$ cat config.mk
export PLATFORM = sky130hd
export DESIGN_NAME = icache_assoc_flat
export DESIGN_NICKNAME = d
export VERILOG_FILES = /design/src/rtl/icache_assoc_if.sv /design/src/rtl/icache_assoc.sv /design/src/flat_wrapper.sv
export SDC_FILE = /design/constraint.sdc
export NUM_CORES = 2
export LEC_CHECK = 0
export ABC_CLOCK_PERIOD_IN_PS = 10300
export BUFFER_PORTS_ARGS = -buffer_cell sky130_fd_sc_hd__buf_4
export CAP_MARGIN = 20
export CORE_AREA = 10 10 355 357
export DETAILED_ROUTE_END_ITERATION = 16
export DIE_AREA = 0 0 365 367
export GPL_TIMING_DRIVEN = 0
export HOLD_SLACK_MARGIN = 0.06
export PLACE_DENSITY = 0.76
export SYNTH_ARGS = -nofsm -noshare
export SYNTH_HDL_FRONTEND = slang
export SYNTH_SLANG_ARGS = --single-unit
$ cat constraint.sdc
create_clock -name CLK -period 10.3 [get_ports CLK]
set_clock_uncertainty 0.2 [all_clocks]
set_input_delay 1.545 -clock CLK [delete_from_list [all_inputs] [get_ports CLK]]
set_output_delay 1.545 -clock CLK [all_outputs]
set_load 0.02 [all_outputs]
$ cat src/rtl/icache_assoc_if.sv
// Bundle of the fetch-side and memory-side signals of the set-associative icache.
// The cache uses the slave view; whoever drives fetches and serves memory uses master.
interface icache_assoc_if #(
    parameter int CNT_W = 16
);
    logic             imemREN;
    logic [31:0]      imemaddr;
    logic             halt;
    logic             ihit;
    logic [31:0]      imemload;
    logic             iREN;
    logic [31:0]      iaddr;
    logic             iwait;
    logic [31:0]      iload;
    logic [CNT_W-1:0] hit_cnt;
    logic [CNT_W-1:0] miss_cnt;

    modport slave (
        input  imemREN, imemaddr, halt, iwait, iload,
        output ihit, imemload, iREN, iaddr, hit_cnt, miss_cnt
    );

    modport master (
        output imemREN, imemaddr, halt, iwait, iload,
        input  ihit, imemload, iREN, iaddr, hit_cnt, miss_cnt
    );
endinterface

$ cat src/rtl/icache_assoc.sv
// Set-associative instruction cache with LRU replacement, multi-word block fill,
// halt-flush and saturating hit/miss counters. Hits return combinationally.
module icache_assoc #(
    parameter int SETS  = 8,
    parameter int WAYS  = 2,
    parameter int WORDS = 2,
    parameter int CNT_W = 16
) (
    input  logic           CLK,
    input  logic           nRST,
    icache_assoc_if.slave  bus
);
    localparam int IDX_BITS  = $clog2(SETS);
    localparam int WOFF_BITS = $clog2(WORDS);
    localparam int WOFF_W    = (WORDS > 1) ? WOFF_BITS : 1;
    localparam int AGE_W     = (WAYS > 1) ? $clog2(WAYS) : 1;
    localparam int WAY_W     = AGE_W;
    localparam int TAG_W     = 30 - IDX_BITS - WOFF_BITS;

    typedef enum logic {IDLE, FILL} state_t;
    state_t stateQ, stateD;

    logic             validQ [SETS][WAYS];
    logic [TAG_W-1:0] tagQ   [SETS][WAYS];
    logic [AGE_W-1:0] ageQ   [SETS][WAYS];
    logic [31:0]      dataQ  [SETS][WAYS][WORDS];

    logic [TAG_W-1:0]    fillTagQ;
    logic [IDX_BITS-1:0] fillIdxQ;
    logic [WAY_W-1:0]    victimQ;
    logic [WOFF_W-1:0]   kQ;
    logic [CNT_W-1:0]    hitCntQ, missCntQ;

    logic [29:0]         wordAddr, fillWordAddr;
    logic [IDX_BITS-1:0] reqIdx, accessIdx;
    logic [TAG_W-1:0]    reqTag;
    logic [WOFF_W-1:0]   reqWord;
    logic                tagMatch, lookupEn, hit, startFill;
    logic                wordAccept, lastWord, install, updateLru, foundFree;
    logic [WAY_W-1:0]    hitWay, victimWay, accessWay;
    logic [AGE_W-1:0]    maxAge, oldAge;

    assign wordAddr = bus.imemaddr[31:2];
    assign reqWord  = WOFF_W'(wordAddr & 30'(WORDS - 1));
    assign reqIdx   = IDX_BITS'(wordAddr >> WOFF_BITS);
    assign reqTag   = TAG_W'(wordAddr >> (WOFF_BITS + IDX_BITS));

    always_comb begin
        tagMatch = 1'b0;
        hitWay   = '0;
        for (int w = 0; w < WAYS; w++) begin
            if (validQ[reqIdx][w] && tagQ[reqIdx][w] == reqTag) begin
                tagMatch = 1'b1;
                hitWay   = WAY_W'(w);
            end
        end
    end

    assign lookupEn  = bus.imemREN && !bus.halt && (stateQ == IDLE);
    assign hit       = lookupEn && tagMatch;
    assign startFill = lookupEn && !tagMatch;

    // Victim: lowest invalid way first, otherwise the oldest way of the set.
    always_comb begin
        victimWay = '0;
        foundFree = 1'b0;
        maxAge    = '0;
        for (int w = 0; w < WAYS; w++) begin
            if (!foundFree && !validQ[reqIdx][w]) begin
                foundFree = 1'b1;
                victimWay = WAY_W'(w);
            end
        end
        if (!foundFree) begin
            for (int w = 0; w < WAYS; w++) begin
                if (ageQ[reqIdx][w] > maxAge) begin
                    maxAge    = ageQ[reqIdx][w];
                    victimWay = WAY_W'(w);
                end
            end
        end
    end

    assign wordAccept   = (stateQ == FILL) && !bus.halt && !bus.iwait;
    assign lastWord     = (kQ == WOFF_W'(WORDS - 1));
    assign install      = wordAccept && lastWord;
    assign updateLru    = hit || install;
    assign accessWay    = install ? victimQ : hitWay;
    assign accessIdx    = install ? fillIdxQ : reqIdx;
    // An invalid way being installed counts as the oldest, so ages converge to a permutation after flush.
    assign oldAge       = (install && !validQ[fillIdxQ][victimQ]) ? AGE_W'(WAYS - 1)
                                                                  : ageQ[accessIdx][accessWay];
    assign fillWordAddr = (30'(fillTagQ) << (WOFF_BITS + IDX_BITS))
                        | (30'(fillIdxQ) << WOFF_BITS) | 30'(kQ);

    always_ff @(posedge CLK or negedge nRST) begin
        if (!nRST) begin
            for (int s = 0; s < SETS; s++) begin
                for (int w = 0; w < WAYS; w++) begin
                    validQ[s][w] <= 1'b0;
                    tagQ[s][w]   <= '0;
                    ageQ[s][w]   <= '0;
                    for (int d = 0; d < WORDS; d++) dataQ[s][w][d] <= '0;
                end
            end
        end else if (bus.halt) begin
            for (int s = 0; s < SETS; s++) begin
                for (int w = 0; w < WAYS; w++) begin
                    validQ[s][w] <= 1'b0;
                    ageQ[s][w]   <= '0;
                end
            end
        end else begin
            if (wordAccept) dataQ[fillIdxQ][victimQ][kQ] <= bus.iload;
            if (install) begin
                validQ[fillIdxQ][victimQ] <= 1'b1;
                tagQ[fillIdxQ][victimQ]   <= fillTagQ;
            end
            if (updateLru && WAYS > 1) begin
                for (int w = 0; w < WAYS; w++) begin
                    if (WAY_W'(w) == accessWay)
                        ageQ[accessIdx][w] <= '0;
                    else if (ageQ[accessIdx][w] < oldAge)
                        ageQ[accessIdx][w] <= ageQ[accessIdx][w] + AGE_W'(1);
                end
            end
        end
    end

    always_ff @(posedge CLK or negedge nRST) begin
        if (!nRST) begin
            fillTagQ <= '0;
            fillIdxQ <= '0;
            victimQ  <= '0;
            kQ       <= '0;
        end else if (bus.halt) begin
            kQ <= '0;
        end else if (startFill) begin
            fillTagQ <= reqTag;
            fillIdxQ <= reqIdx;
            victimQ  <= victimWay;
            kQ       <= '0;
        end else if (wordAccept) begin
            kQ <= kQ + WOFF_W'(1);
        end
    end

    always_ff @(posedge CLK or negedge nRST) begin
        if (!nRST) begin
            hitCntQ  <= '0;
            missCntQ <= '0;
        end else begin
            if (hit && hitCntQ != '1)        hitCntQ  <= hitCntQ + CNT_W'(1);
            if (startFill && missCntQ != '1) missCntQ <= missCntQ + CNT_W'(1);
        end
    end

    always_ff @(posedge CLK or negedge nRST) begin
        if (!nRST) stateQ <= IDLE;
        else       stateQ <= stateD;
    end

    always_comb begin
        stateD = stateQ;
        if (bus.halt) begin
            stateD = IDLE;
        end else begin
            case (stateQ)
                IDLE:    if (startFill) stateD = FILL;
                FILL:    if (install)   stateD = IDLE;
                default: stateD = IDLE;
            endcase
        end
    end

    always_comb begin
        bus.ihit     = hit;
        bus.imemload = hit ? dataQ[reqIdx][hitWay][reqWord] : 32'h0;
        bus.iREN     = (stateQ == FILL) && !bus.halt;
        bus.iaddr    = (stateQ == FILL) ? {fillWordAddr, 2'b00} : 32'h0;
    end

    assign bus.hit_cnt  = hitCntQ;
    assign bus.miss_cnt = missCntQ;
endmodule

$ cat src/flat_wrapper.sv
// flat-port wrapper written by rule: the top's interface ports become plain ports
module icache_assoc_flat 
#(
    parameter int SETS  = 8,
    parameter int WAYS  = 2,
    parameter int WORDS = 2,
    parameter int CNT_W = 16
)
  (CLK, nRST, bus_imemREN, bus_imemaddr, bus_halt, bus_iwait, bus_iload, bus_ihit, bus_imemload, bus_iREN, bus_iaddr, bus_hit_cnt, bus_miss_cnt);
  icache_assoc_if #(.CNT_W(CNT_W)) bus_i ();
  input  logic CLK;
  input  logic nRST;
  input wire logic [$bits(bus_i.imemREN)-1:0] bus_imemREN;
  input wire logic [$bits(bus_i.imemaddr)-1:0] bus_imemaddr;
  input wire logic [$bits(bus_i.halt)-1:0] bus_halt;
  input wire logic [$bits(bus_i.iwait)-1:0] bus_iwait;
  input wire logic [$bits(bus_i.iload)-1:0] bus_iload;
  output wire logic [$bits(bus_i.ihit)-1:0] bus_ihit;
  output wire logic [$bits(bus_i.imemload)-1:0] bus_imemload;
  output wire logic [$bits(bus_i.iREN)-1:0] bus_iREN;
  output wire logic [$bits(bus_i.iaddr)-1:0] bus_iaddr;
  output wire logic [$bits(bus_i.hit_cnt)-1:0] bus_hit_cnt;
  output wire logic [$bits(bus_i.miss_cnt)-1:0] bus_miss_cnt;
  assign bus_i.imemREN = bus_imemREN;
  assign bus_i.imemaddr = bus_imemaddr;
  assign bus_i.halt = bus_halt;
  assign bus_i.iwait = bus_iwait;
  assign bus_i.iload = bus_iload;
  assign bus_ihit = bus_i.ihit;
  assign bus_imemload = bus_i.imemload;
  assign bus_iREN = bus_i.iREN;
  assign bus_iaddr = bus_i.iaddr;
  assign bus_hit_cnt = bus_i.hit_cnt;
  assign bus_miss_cnt = bus_i.miss_cnt;
  icache_assoc #(.SETS(SETS), .WAYS(WAYS), .WORDS(WORDS), .CNT_W(CNT_W)) u_core (.CLK(CLK), .nRST(nRST), .bus(bus_i));
endmodule
==> results.env <==
STATUS='completed'
RR_STARTPOINT='u_core.stateQ'
WORST_HOLD_PATH_TYPE='reg -> reg'
CLOCK_POWER_SHARE_PCT=42.0
SLOWEST_DELAY_NS=0.93
SYNTHCELLS=4643
WORST_PATH_MAX_DELAY_CELL='nor4_1'
DRC_ERRORS=0
WORSTSETUPSTARTPOINT='bus_imemaddr[5]'
RRSETUPSLACK_NS=5.03
YS_FF_LATCH=1536
YS.FLOP_TYPE='dfrtp_1'
REG2REG_DEPTH=10
SYNTH_XOR_AREA_SHARE_PCT=0.831
TIGHTEST_SLEW_NS=1.25
ASYNC_FLOP_SHARE_PCT=100
DIEAREA_SQ_MM=0.134
MULTI_INPUT_AREA_SQ_MM=0.0304
RSZ0062_AT_GRT='false'
POSTSYNTHAREAPERCELL_SQ_UM=15.2
PLACEMENTROWS=127
DRIVE_ABOVE_1_SHARE_PCT=43.9
SYNTH_COMPOUND_AREA_SHARE_PCT=1.93
CRITPATHTOPFAMILY='buffers and inverters'
INITIAL_CORE_UTIL_PCT=59.3
POST_CTS.RESIZED_INSTANCES=0
CTS_TREE='built'
POWER.TOTAL_mW=14.3
CTS_INSERTED_BUFFERS=161
DRT-VIAS-PER-INSTANCE=6.51
CRIT_PATH_CELL_TRACE='buf_4 > buf_2 > buf_2 > buf_2 > mux2i_1 > xor2_1 > o2111ai_1 > nor4_1 > and4_1 > o21ai_1 > nor2_1 > clkbuf_1 > a22o_1 > buf_4'
SYNTH_LARGEST_AREA_CELL='dfrtp_1'
SYNTH.TOP_CELL.AREA_SHARE_PCT=54.4
TIMING.CRITICAL_PATH.MODE_CELL='buf_2'
SYNTHSIMPLEGATEAREAFRAC_PCT=2.01
GRT.TOTAL_USAGE_PCT=30.7
P_SWITCHING_mW=3.50
GRT_START_MAX_NET_PINS=190
DIE-WIDTH_UM=365
WHS_NS=0.287
ROUTE.DETAILED.WL_PER_INST_UM=30.6
HOLD_DEPTH=1
CAP_VIOL_MAX_COUNT=0
CP_DATA_REQUIRED_TIME_NS=8.56
AREA_SHARE_OF_FA_HA_MAJ_CELLS_AFTER_SYNTHESIS_PCT=0.0354
GRT_FIRST_PASS_WIRELENGTH_UM=304000
PWR-SHARE-SEQ_PCT=47.3
POST_ROUTE_WORST_SETUP_SLACK_NS=0.782
H_TREE_LVLS=4
WORSTPATHARRIVAL_NS=7.77
NUMBER_OF_INPUT_AND_OUTPUT_PORT_BUFFERS_INSERTED=161
FINALWEIGHTEDCONGESTION=0.934
IO-PIN-COUNT=167
POST-ROUTE-PERIOD-UTIL_PCT=92.4
N_FILL_CELL=8244
YOSYS_WARNINGS=0
CLK_PIN_SLEW_NS=0.06
CTSHOLDBUFFERS=0
WORSTSETUPPATHDEPTH=14
SYNTH_ENABLE_FLOP_CELLS=0
TOTAL_GLOBAL_ROUTING_OVERFLOW=0
COMB_POWER_SHARE_PCT=10.7
INSERTION_DELAY_NS=0.79
DIEHEIGHT_UM=367
SYN_TO_FINAL_GROWTH_PCT=13.8
FRACTION_OF_THE_YOSYS_AREA_TAKEN_BY_SEQUENTIAL_CELLS_PCT=54.4
DRT-PASS1-ITER-COUNT=5
FMAX_GHz=0.105
POWER_PER_CELL_AREA_mW_PER_MM2=178
CRITICAL_PATH.N_BUFFERS_INVERTERS=6
POST_SYNTH_NUM_CELL_TYPES=55
DRT_WL_TOTAL_UM=206000
FINAL_PERIOD_MINUS_WORST_SETUP_SLACK_NS=9.52
CP-START-KIND='input pin'
IR_WORST_VDD_uV=200
STANDBY_LEAKAGE_POWER_nW=39.7
WORST_SLEW_MARGIN_RELATIVE_TO_ITS_LIMIT_PCT=16.5
SYNTH_COMMONEST_CELLS='dfrtp_1 (1536), mux2_2 (1412), mux2i_1 (329)'
REGTOREGENDPOINT='u_core.dataQ[346]'
ROUTE.VIAS.TOTAL=43700
PLACEMENT.SETUP.WORST_SLACK_NS=1.17
CRITPATHKIND='in -> out'
YOSYS-MUX-AREA-FRACTION_PCT=38.2
CRIT_PATH_TO='bus_imemload[1]'
DRTANTENNAVIOLNETS=0
P_SW_SHARE_PCT=24.5
MAPPEDNETLISTAREA_SQ_MM=0.0706
DRTITER0DRC=3928
POST-SYNTH-TOP-COUNT-CELL='dfrtp_1'
CORE_AREA_SQ_MM=0.119
SETUP_VIOL_COUNT_FINAL=0
CLOCK_SINKS=1536
TOTAL_NEG_SETUP_SLACK_NS=0
DETAILED_PLACEMENT_HPWL_UM=138000
INTERNAL_POWER_mW=10.8
TIMING.CRITICAL_PATH.TO_TYPE='output pin'
TIMING.CRITICAL_PATH.FANOUT_MAX=10
CTS_MAX_PATH_BUFFERS=3
FINAL_REPORT_MAX_SLEW_VIOLATION_COUNT=0
NUM-NETS-FINAL=5106
FINAL-HOLD-VIOLATION-COUNT=0
DOMINANT_COMBINATIONAL_CELL_FAMILY_BY_AREA_AFTER_SYNTHESIS='multiplexers'
CTS_POST_SETUP_BUFFERS_INSERTED=0
POST_SYNTH_MAIN_AREA_CONTRIBUTORS='dfrtp_1 (54%), mux2_2 (23%), mux4_2 (9.9%), mux2i_1 (4.7%), clkbuf_1 (1.5%)'
SEQCELLAREA_SQ_MM=0.0384
CTS_ROOT_BUF='clkbuf_16'
NUMBER_OF_GLOBAL_ROUTE_VIAS_BEFORE_REPAIR=45600
GRT_ANTENNA_BEFORE_REPAIR=6
==> registers in the layout (all words and copies together) (netlist names) <==
name,count
u_core.dataQ,1024
u_core.fillIdxQ,3
u_core.victimQ,1
u_core.bus.hit_cnt,16
u_core.stateQ,1
u_core.ageQ,16
u_core.fillTagQ,26
u_core.kQ,1
u_core.bus.miss_cnt,16
u_core.tagQ,416
u_core.validQ,16
==> routing by layer <==
metal	vias to the layer above	GRT usage (%)	share of wire, %
li1	17900	-	-
met1	23500	40.9	41
met2	1764	47.2	47
met3	493	8.18	8.1
met4	10	13.6	4.6
met5	-	0	0.031
==> worst min path at each step <==
| stage | end | from | slack (ns) |
|---|---|---|---|
| after CTS | u_core.dataQ[55] | u_core.dataQ[55] | 0.29 |
| after floorplan | u_core.ageQ[14] | u_core.ageQ[14] | 0.25 |
| after global routing | u_core.dataQ[677] | u_core.dataQ[677] | 0.30 |
| after detailed placement | u_core.dataQ[55] | u_core.dataQ[55] | 0.28 |
| final | u_core.dataQ[35] | u_core.dataQ[35] | 0.29 |
| after global placement | u_core.dataQ[56] | u_core.dataQ[56] | 0.27 |
==> layout by cell type (no fill, tap or decap), types with 8 or more instances in the layout <==
master,n
o41ai_1,8
buf_1,75
buf_6,10
and3_1,20
nor2_1,69
buf_8,47
a22o_1,38
buf_4,177
buf_2,39
buf_16,12
clkbuf_8,43
nand2b_1,15
a21oi_1,29
and2_1,35
a221o_1,8
bufinv_16,12
clkbuf_16,166
clkinv_2,14
inv_1,30
mux2i_1,329
nor3_1,9
nand3_1,26
o21ai_1,14
clkbuf_1,327
dfrtp_1,1536
xnor2_1,31
nor4_1,8
a22oi_1,48
mux2_1,67
nand2_1,66
o21ai_0,9
mux2_2,1412
mux4_2,311
xor2_1,36
==> kinds of logic after synthesis <==
kind of cell               after synthesis
and+or+nand+nor                        281
xor gates and xnor gates                67
muxes                                 2119
buffers and inverters                  451
AOI/OAI and AO/OA                      186
other                                    1
DFF                                   1536
adders and majority gates                2
==> layout make-up <==
| type | count | area share [%] |
|---|---|---|
| Timing Repair Buffer | 228 | 2.90 |
| Buffer | 420 | 2.13 |
| Tap cell | 1548 | 2.41 |
| Inverter | 31 | 0.145 |
| Antenna cell | 3 | 0.00935 |
| Sequential cell | 1536 | 47.9 |
| Clock buffer | 249 | 6.10 |
| Clock inverter | 38 | 0.668 |
| Multi-Input combinational cell | 2657 | 37.8 |
==> power groups by stage <==
stage / clock network [mW] / logic, mW / registers (mW)
6_report: 5.99 / 1.53 / 6.74
4_1_cts: 6.04 / 1.53 / 6.74
3_5_place_dp: 0 / 1.52 / 6.84
5_1_grt: 6.29 / 1.64 / 6.79
3_3_place_gp: 0 / 1.45 / 6.82
2_1_floorplan: 0 / 0.971 / 6.76
==> through the flow <==
stage	util, %	instances	cell area [sq um]
2_1_floorplan	-	4644	70600
3_3_place_gp	62.0	6353	73800
3_5_place_dp	62.7	6403	74600
4_1_cts	67.3	6690	80100
5_1_grt	67.5	6708	80300
6_report	67.5	6710	80300
No activity file was read; power rests on OpenSTA's default activity.
